<file path="config.mk">
export PLATFORM = sky130hd
export DESIGN_NAME = fetch_unit
export DESIGN_NICKNAME = d
export VERILOG_FILES = /design/src/rtl/fetch_pkg.sv /design/src/rtl/fetch_buffer.sv /design/src/rtl/fetch_unit.sv
export SDC_FILE = /design/constraint.sdc
export NUM_CORES = 1
export LEC_CHECK = 0
export ABC_AREA = 1
export CAP_MARGIN = 20
export CORE_ASPECT_RATIO = 2
export CORE_UTILIZATION = 28
export CTS_BUF_LIST = sky130_fd_sc_hd__clkbuf_4 sky130_fd_sc_hd__clkbuf_8
export DETAILED_ROUTE_END_ITERATION = 16
export SYNTH_ARGS = -nofsm -noshare
export SYNTH_HDL_FRONTEND = slang
export SYNTH_SLANG_ARGS = --single-unit
export TNS_END_PERCENT = 5
</file>
<file path="constraint.sdc">
create_clock -name clk -period 4.85 [get_ports clk]
set_input_delay 0.97 -clock clk [delete_from_list [all_inputs] [get_ports clk]]
set_output_delay 0.97 -clock clk [all_outputs]
set_load 0.01 [all_outputs]
</file>
<file path="src/rtl/fetch_pkg.sv">
// Shared constants and types for the instruction fetch unit.
package fetch_pkg;

  localparam logic [31:0] NOP               = 32'hE1A0_0000;
  localparam logic [31:0] RESET_PC_DEFAULT  = 32'h0000_0000;
  localparam int          BUF_DEPTH_DEFAULT = 2;

  typedef struct packed {
    logic [31:0] pc;
    logic [31:0] instr;
  } fetch_entry_t;

endpackage

</file>
<file path="src/rtl/fetch_buffer.sv">
// Small circular FIFO of fetched {pc, instr} words sitting between memory and IF/ID.
module fetch_buffer
  import fetch_pkg::*;
#(
  parameter int DEPTH = BUF_DEPTH_DEFAULT,
  parameter int CW    = $clog2(DEPTH + 1)
) (
  input  logic          clk,
  input  logic          reset,
  input  logic          push,
  input  fetch_entry_t  push_entry,
  input  logic          pop,
  input  logic          clear,
  output fetch_entry_t  head,
  output logic [CW-1:0] count,
  output logic          full,
  output logic          empty
);

  localparam int            AW   = (DEPTH > 1) ? $clog2(DEPTH) : 1;
  localparam logic [AW-1:0] LAST = AW'(DEPTH - 1);

  fetch_entry_t  entries [DEPTH];
  logic [AW-1:0] rd_ptr;
  logic [AW-1:0] wr_ptr;
  logic          do_push;
  logic          do_pop;

  assign empty   = (count == '0);
  assign full    = (count == CW'(DEPTH));
  assign do_pop  = pop && !empty;
  assign do_push = push && (!full || do_pop);
  assign head    = entries[rd_ptr];

  always_ff @(posedge clk or negedge reset) begin
    if (!reset) begin
      rd_ptr <= '0;
      wr_ptr <= '0;
      count  <= '0;
    end else if (clear) begin
      rd_ptr <= '0;
      wr_ptr <= '0;
      count  <= '0;
    end else begin
      if (do_push)
        wr_ptr <= (wr_ptr == LAST) ? '0 : wr_ptr + AW'(1);
      if (do_pop)
        rd_ptr <= (rd_ptr == LAST) ? '0 : rd_ptr + AW'(1);
      if (do_push && !do_pop)
        count <= count + CW'(1);
      else if (!do_push && do_pop)
        count <= count - CW'(1);
    end
  end

  // Storage needs no reset: count and pointers decide what is visible.
  always_ff @(posedge clk) begin
    if (do_push && !clear)
      entries[wr_ptr] <= push_entry;
  end

endmodule

</file>
<file path="src/rtl/fetch_unit.sv">
// Pipelined instruction fetch: issues word requests, tracks in-flight responses,
// drops stale words after a redirect and feeds the IF/ID register from a FIFO.
module fetch_unit
  import fetch_pkg::*;
#(
  parameter logic [31:0] RESET_PC  = RESET_PC_DEFAULT,
  parameter int          BUF_DEPTH = BUF_DEPTH_DEFAULT
) (
  input  logic        clk,
  input  logic        reset,
  input  logic        stall_f,
  input  logic        stall_d,
  input  logic        flush_d,
  input  logic        redirect_valid,
  input  logic [31:0] redirect_pc,
  output logic        imem_req,
  output logic [31:0] imem_addr,
  input  logic        imem_ack,
  input  logic        imem_rvalid,
  input  logic [31:0] imem_rdata,
  output logic [31:0] instr_d,
  output logic [31:0] pc_d,
  output logic        valid_d,
  output logic [31:0] pc_out
);

  localparam int CW = $clog2(BUF_DEPTH + 1);

  logic [31:0]   pc_f;
  logic [31:0]   resp_pc;
  logic [CW-1:0] outstanding;
  logic [CW-1:0] drop_cnt;
  logic [CW-1:0] buf_count;
  logic [CW:0]   occupancy;
  logic          accept;
  logic          stale;
  logic          push;
  logic          pop;
  logic          buf_full;
  logic          buf_empty;
  fetch_entry_t  head;
  fetch_entry_t  push_entry;

  assign occupancy  = {1'b0, outstanding} + {1'b0, buf_count};
  assign imem_req   = reset && !stall_f && !redirect_valid && (occupancy < (CW+1)'(BUF_DEPTH));
  assign imem_addr  = pc_f;
  assign pc_out     = pc_f;
  assign accept     = imem_req && imem_ack;
  assign stale      = redirect_valid || (drop_cnt != '0);
  assign push       = imem_rvalid && !stale;
  assign pop        = !redirect_valid && !stall_d && !buf_empty;
  assign push_entry = '{pc: resp_pc, instr: imem_rdata};

  fetch_buffer #(.DEPTH(BUF_DEPTH), .CW(CW)) u_buffer (
    .clk        (clk),
    .reset      (reset),
    .push       (push),
    .push_entry (push_entry),
    .pop        (pop),
    .clear      (redirect_valid),
    .head       (head),
    .count      (buf_count),
    .full       (buf_full),
    .empty      (buf_empty)
  );

  // resp_pc is the address the next non-stale response belongs to.
  always_ff @(posedge clk or negedge reset) begin
    if (!reset) begin
      pc_f        <= RESET_PC;
      resp_pc     <= RESET_PC;
      outstanding <= '0;
      drop_cnt    <= '0;
    end else begin
      if (redirect_valid) begin
        pc_f    <= redirect_pc & ~32'd3;
        resp_pc <= redirect_pc & ~32'd3;
      end else begin
        if (accept)
          pc_f <= pc_f + 32'd4;
        if (push)
          resp_pc <= resp_pc + 32'd4;
      end

      if (accept && !imem_rvalid)
        outstanding <= outstanding + CW'(1);
      else if (!accept && imem_rvalid)
        outstanding <= outstanding - CW'(1);

      if (redirect_valid)
        drop_cnt <= outstanding - CW'(imem_rvalid);
      else if (imem_rvalid && drop_cnt != '0)
        drop_cnt <= drop_cnt - CW'(1);
    end
  end

  always_ff @(posedge clk or negedge reset) begin
    if (!reset) begin
      valid_d <= 1'b0;
      instr_d <= NOP;
      pc_d    <= '0;
    end else if (redirect_valid || flush_d) begin
      valid_d <= 1'b0;
      instr_d <= NOP;
    end else if (!stall_d) begin
      if (!buf_empty) begin
        valid_d <= 1'b1;
        instr_d <= head.instr;
        pc_d    <= head.pc;
      end else begin
        valid_d <= 1'b0;
        instr_d <= NOP;
      end
    end
  end

  // Request throttling keeps the buffer from ever overflowing.
  assert property (@(posedge clk) disable iff (!reset) !(imem_rvalid && buf_full));

endmodule

</file>
==> results.json, run 1 <==
{
  "r2r_cells": 10,
  "drtIter0Drc": 371,
  "start_kind": "register",
  "status": "completed",
  "synth_top_area_share_pct": 32.1,
  "die_width_um": 146,
  "cts_root_buffer": "clkbuf_8",
  "die_area_sq_um": 42300,
  "cts_tree": "built",
  "required_ps": 3880,
  "clk_latency_ps": 550,
  "syn_avg_cell_area_sq_um": 9.69,
  "setup_viol": 0,
  "track_usage_pct": 15.9,
  "fin_crit_ps": 3320,
  "arrival_ps": 2350,
  "hold_slack_ps": 286,
  "hpwl_um": 24800,
  "ys_async_sr_fraction_pct": 51.4,
  "clock.fmax_mhz": 301,
  "grt_pass1_vias": 9240,
  "synth_edf_count": 124,
  "via_per_inst": 4.58,
  "finalHoldViolCount": 0,
  "die_h_um": 290,
  "place_congestion": 0.951,
  "cts_resized": 0,
  "htreeDepth": 2,
  "cp-end-kind": "output port",
  "ctsHoldBuffers": 0,
  "fp-row-count": 105,
  "place_area_sq_um": 13900,
  "grt_pass1_wl_um": 51100,
  "crit_start": "u_buffer.count[0]",
  "synth_flop_cell": "dfrtp_1",
  "core_area_sq_um": 41000,
  "rsz0062_at_grt": "no",
  "cts_buffers": 38,
  "ys_types": 39,
  "worstMarginPinSlew_ps": 774,
  "drtAntennaViolNets": 0,
  "endpoint": "imem_req",
  "clkTransAtPathRegs_ps": 60,
  "clkSinkCount": 255,
  "maxCapViolations": 0,
  "wl_per_cell_um": 17.0,
  "pre_cts_ws_ps": 1340,
  "ir_worst_vdd_v": 0.000138,
  "reg2reg_from": "u_buffer.count[0]",
  "path_class": "reg2out",
  "leakagePower_uw": 0.00583,
  "area_growth_pct": 26.3,
  "design_area_sq_um": 14600,
  "nNetsFinal": 1455,
  "min_path_type": "in2async",
  "vias": 8894,
  "start_util_pct": 28.3,
  "wirelength_um": 33000,
  "ys_seq_area_share_pct": 60.4,
  "io_pins": 202,
  "skew_ps": 23.3,
  "firstDrtPassIters": 5,
  "grt-ovfl-total": 0,
  "setup_slack_ps": 1530,
  "power.density_nw_per_um2": 432,
  "clockBufferDepth": 3,
  "synth_area_leader_cell": "edfxtp_1",
  "slew_viol_final": 0,
  "syn_area_sq_um": 11600,
  "synth-seq-cells": 255,
  "max-slew-margin-rel_pct": 48.4,
  "netlist_top_cells_area": "edfxtp_1, dfrtp_1, nand2_1, nor2_1, nand3_1",
  "rr_endpoint": "outstanding[1]",
  "drc": 0,
  "io_buffers": 193,
  "antenna_found_initial": 1,
  "synthCells": 1197,
  "grt_max_degree": 52,
  "drive_gt1_share_pct": 7.47,
  "tns_ps": 0,
  "cp_max_fo": 4,
  "cts_setup_buffers": 0,
  "reg2reg_slack_ps": 1910,
  "yosysWarnings": 0,
  "period_share_pct": 68.4
}
==> cells by family (layout without fill, tap and decap cells) <==
kind of cell / after synthesis / after routing / share of synthesized area, %
flip-flops: 255 / 255 / 60.4
other: 1 / 7 / 0.0323
XOR/XNOR: 26 / 26 / 1.96
buffers and inverters: 153 / 357 / 6.62
adder cells (fa/ha/maj): 6 / 6 / 0.712
multiplexers: 26 / 26 / 2.24
AND/OR/NAND/NOR: 589 / 589 / 20.6
AO/OA/AOI/OAI: 141 / 141 / 7.34
==> metal layers <==
layer	GRT usage (%)	part of all wire (%)	wire length, um
met1	14.7	33	11000
met2	31.1	56	18400
met3	2.11	4.1	1360
met4	11.3	6.8	2240
met5	0	0	0
==> report_power, final <==
part / switching (uW) / leakage, uW / internal, uW
clock network: 835 / 0.000407 / 939
logic: 849 / 0.00267 / 742
registers: 331 / 0.00275 / 2640
==> how the worst min path moves through the flow <==
stage                     slack, ps  cells past startpoint          end                     from
final                           290                      1     pc_d[21]                    reset
after global routing            270                      1     pc_d[21]                    reset
after CTS                       250                      1     pc_d[21]                    reset
after detailed placement        470                      2     pc_d[28]                 pc_d[28]
after global placement          460                      2      valid_d                  valid_d
after floorplan                 460                      2  instr_d[21]  u_buffer.entries[1][21]
==> cells in the mapped netlist, drive strengths merged (6+ instances only) <==
cell and instances:
xor2 21, inv 76, nor3 11, o21bai 6
dfrtp 125, nand4 9, nand3 64, clkbuf 9
o211ai 16, edfxtp 124, buf 65, nor2 166
nand2 336, o31ai 30, mux2i 26, a21oi 24
o21ai 59, dfstp 6
==> cell usage in the layout (no fill, tap or decap), types with 10 or more instances in the layout <==
cell	count
a21oi_1	24
buf_4	16
nand3_1	61
clkbuf_8	43
nand2_1	335
nor3_1	10
inv_1	73
clkdlybuf4s50_1	192
dfrtp_1	124
edfxtp_1	124
clkinv_1	10
mux2i_1	26
xor2_1	21
o211ai_1	15
nor2_1	156
o31ai_1	30
o21ai_0	58
==> registers in the layout, indices dropped and copies added, names as in the netlist <==
| name | count |
|---|---|
| resp_pc | 30 |
| drop_cnt | 2 |
| u_buffer.count | 2 |
| outstanding | 2 |
| pc_d | 30 |
| u_buffer.wr_ptr | 1 |
| instr_d | 32 |
| u_buffer.entries | 124 |
| u_buffer.rd_ptr | 1 |
| imem_addr | 30 |
| valid_d | 1 |
==> layout make-up <==
cell class / count / area (sq um)
multi-input cells: 794 / 3850
repair buffers: 209 / 2050
diodes: 1 / 2.50
inverters: 79 / 297
clock inverters: 17 / 104
well taps: 535 / 669
fillers: 4188 / 26300
flip-flops and latches: 255 / 7010
clock buffers: 52 / 659
==> through the flow <==
stage | cells | total power (uW) | util, %
3_5_place_dp | 1872 | 4640 | 33.9
5_1_grt | 1942 | 6710 | 35.7
2_1_floorplan | 1202 | 3810 | -
6_report | 1942 | 6330 | 35.7
4_1_cts | 1941 | 6450 | 35.7
3_3_place_gp | 1872 | 4590 | 33.9
==> worst max-delay path, cell delays in order, from the launching register on <==
cell             delay (ps)
dfrtp_1                 420
nand2_1                  80
inv_1                    50
fa_1                    460
inv_1                    70
nand2_1                  50
nor3_1                  130
clkdlybuf4s50_1         560
Note: power is estimated with default switching activity, not from simulation.
==> inputs of run 2 (changes only) <==
==> constraint.sdc (replaced) <==
create_clock -name clk -period 2.85 [get_ports clk]
set_input_delay 0.57 -clock clk [delete_from_list [all_inputs] [get_ports clk]]
set_output_delay 0.57 -clock clk [all_outputs]
set_load 0.01 [all_outputs]
==> results.json, run 2 (synthesis gave the netlist of run 1 again) <==
{
  "status": "completed",
  "arrival_ps": 2150,
  "path_class": "reg2out",
  "place_inst": 1878,
  "io_pins": 202,
  "max-slew-margin-rel_pct": 44.8,
  "m1WireLength_um": 11200,
  "nNetsFinal": 1460,
  "leakagePower_uw": 0.00590,
  "vias": 8942,
  "area_growth_pct": 27.6,
  "cts_root_buffer": "clkbuf_8",
  "slew_viol_final": 0,
  "grt_pass1_vias": 9089,
  "grt_max_degree": 132,
  "io_buffers": 193,
  "drive_gt1_share_pct": 7.87,
  "via_per_inst": 4.60,
  "reg2reg_from": "u_buffer.count[0]",
  "largest_register_ffs": 124,
  "drtAntennaViolNets": 0,
  "power.density_nw_per_um2": 745,
  "setup_viol": 0,
  "worstMarginPinSlew_ps": 828,
  "top_register": "u_buffer.entries",
  "top_regs": "u_buffer.entries (124), instr_d (32)",
  "fin_crit_ps": 2720,
  "period_share_pct": 95.4,
  "drtIter0Drc": 363,
  "htreeDepth": 2,
  "ctsHoldBuffers": 0,
  "grt-ovfl-total": 0,
  "maxCapViolations": 0,
  "core_area_sq_um": 41000,
  "grt_pass1_wl_um": 50400,
  "clkTransAtPathRegs_ps": 70,
  "clk_latency_ps": 550,
  "finalHoldViolCount": 0,
  "layout_commonest_cell": "nand2_1",
  "wl_met2_um": 18200,
  "cp_max_fo": 4,
  "clock.fmax_mhz": 368,
  "wl_per_cell_um": 17.0,
  "cp-end-kind": "output port",
  "die_area_sq_um": 42300,
  "firstDrtPassIters": 5,
  "place_congestion": 1.00,
  "rsz0062_at_grt": "no",
  "dr_wl_met3_um": 1500,
  "stdcell_count": 1946,
  "wirelength_um": 33000,
  "rr_endpoint": "imem_addr[17]",
  "cts_buffers": 37,
  "cts_tree": "built",
  "antenna_found_initial": 1,
  "die_width_um": 146,
  "layout_common_cells": "nand2_1, clkdlybuf4s50_1, nor2_1, dfrtp_1, edfxtp_1",
  "track_usage_pct": 15.7,
  "skew_ps": 16.5,
  "fp-row-count": 105,
  "start_util_pct": 28.3,
  "min_path_type": "in2async",
  "topRoutingLayerUsed": "met4",
  "required_ps": 2280,
  "ir_worst_vdd_v": 0.000349,
  "r2r_cells": 10,
  "clkSinkCount": 255,
  "reg2reg_slack_ps": 410,
  "die_h_um": 290,
  "hold_slack_ps": 127,
  "clockBufferDepth": 3,
  "start_kind": "register",
  "hpwl_um": 24100,
  "drc": 0
}
## run 2: cell count changes in the layout (fill, tap and decap cells not counted), moves of 2 or more
cell	previous run	this run
clkinv_2	8	6
bufinv_16	1	4
buf_12	0	5
clkinv_1	10	8
clkbuf_8	43	39
## run 2: stage by stage
stage / utilization [%] / power [uW] / setup TNS (ps) / area (sq um) / setup slack, ps
floorplan: - / 6480 / -29930 / 11600 / -250
global placement: 34.1 / 7870 / 0 / 14000 / 203
detailed placement: 34.1 / 7930 / 0 / 14000 / 199
CTS: 36.1 / 11200 / 0 / 14800 / 73.6
global route: 36.1 / 11600 / 0 / 14800 / 14.0
finish: 36.1 / 11000 / 0 / 14800 / 132
## run 2: what timing repair did
item                       4_1_cts  5_1_grt
gates resized for setup          1        0
setup endpoints to repair        1        0
setup buffers                    0        0
## run 2: worst max-delay path, stage by stage, from the launching register on
cell           delay (ps)
dfrtp_1               420
nand2_1                70
inv_1                  40
fa_1                  450
inv_1                  70
nand2_1                50
nor3_1                190
dlygate4sd2_1         300
## run 2: per-layer routing
layer | GRT usage (%) | vias to the layer above
met4 | 10.5 | 0
met3 | 2.22 | 101
met2 | 30.6 | 313
li1 | - | 4311
met5 | 0 | -
met1 | 14.9 | 4217
## run 2: worst max-delay path by stage
| stage | startpoint | endpoint | slack (ps) | depth (start not counted) |
|---|---|---|---|---|
| final | u_buffer.count[0] | imem_req | 130 | 7 |
| after global routing | u_buffer.count[0] | imem_req | 10 | 7 |
| after CTS | u_buffer.count[0] | imem_req | 70 | 7 |
| after detailed placement | redirect_valid | imem_req | 200 | 5 |
| after global placement | redirect_valid | imem_req | 200 | 5 |
| after floorplan | drop_cnt[0] | u_buffer.entries[1][0] | -250 | 6 |
## run 2: power by group
part / total [uW] / switching, uW / internal, uW / leakage (uW)
clock network: 3230 / 1450 / 1780 / 0.000419
registers: 5000 / 510 / 4490 / 0.00275
logic: 2800 / 1510 / 1290 / 0.00273
total: 11000 / 3470 / 7560 / 0.00590
## run 2: final cells by class
class / count / area (sq um)
Clock buffer: 49 / 612
Antenna cell: 1 / 2.50
Inverter: 79 / 297
Tap cell: 535 / 669
Clock inverter: 18 / 193
Multi-Input combinational cell: 794 / 3850
Timing Repair Buffer: 215 / 2160
Fill cell: 4121 / 26200
Sequential cell: 255 / 7010
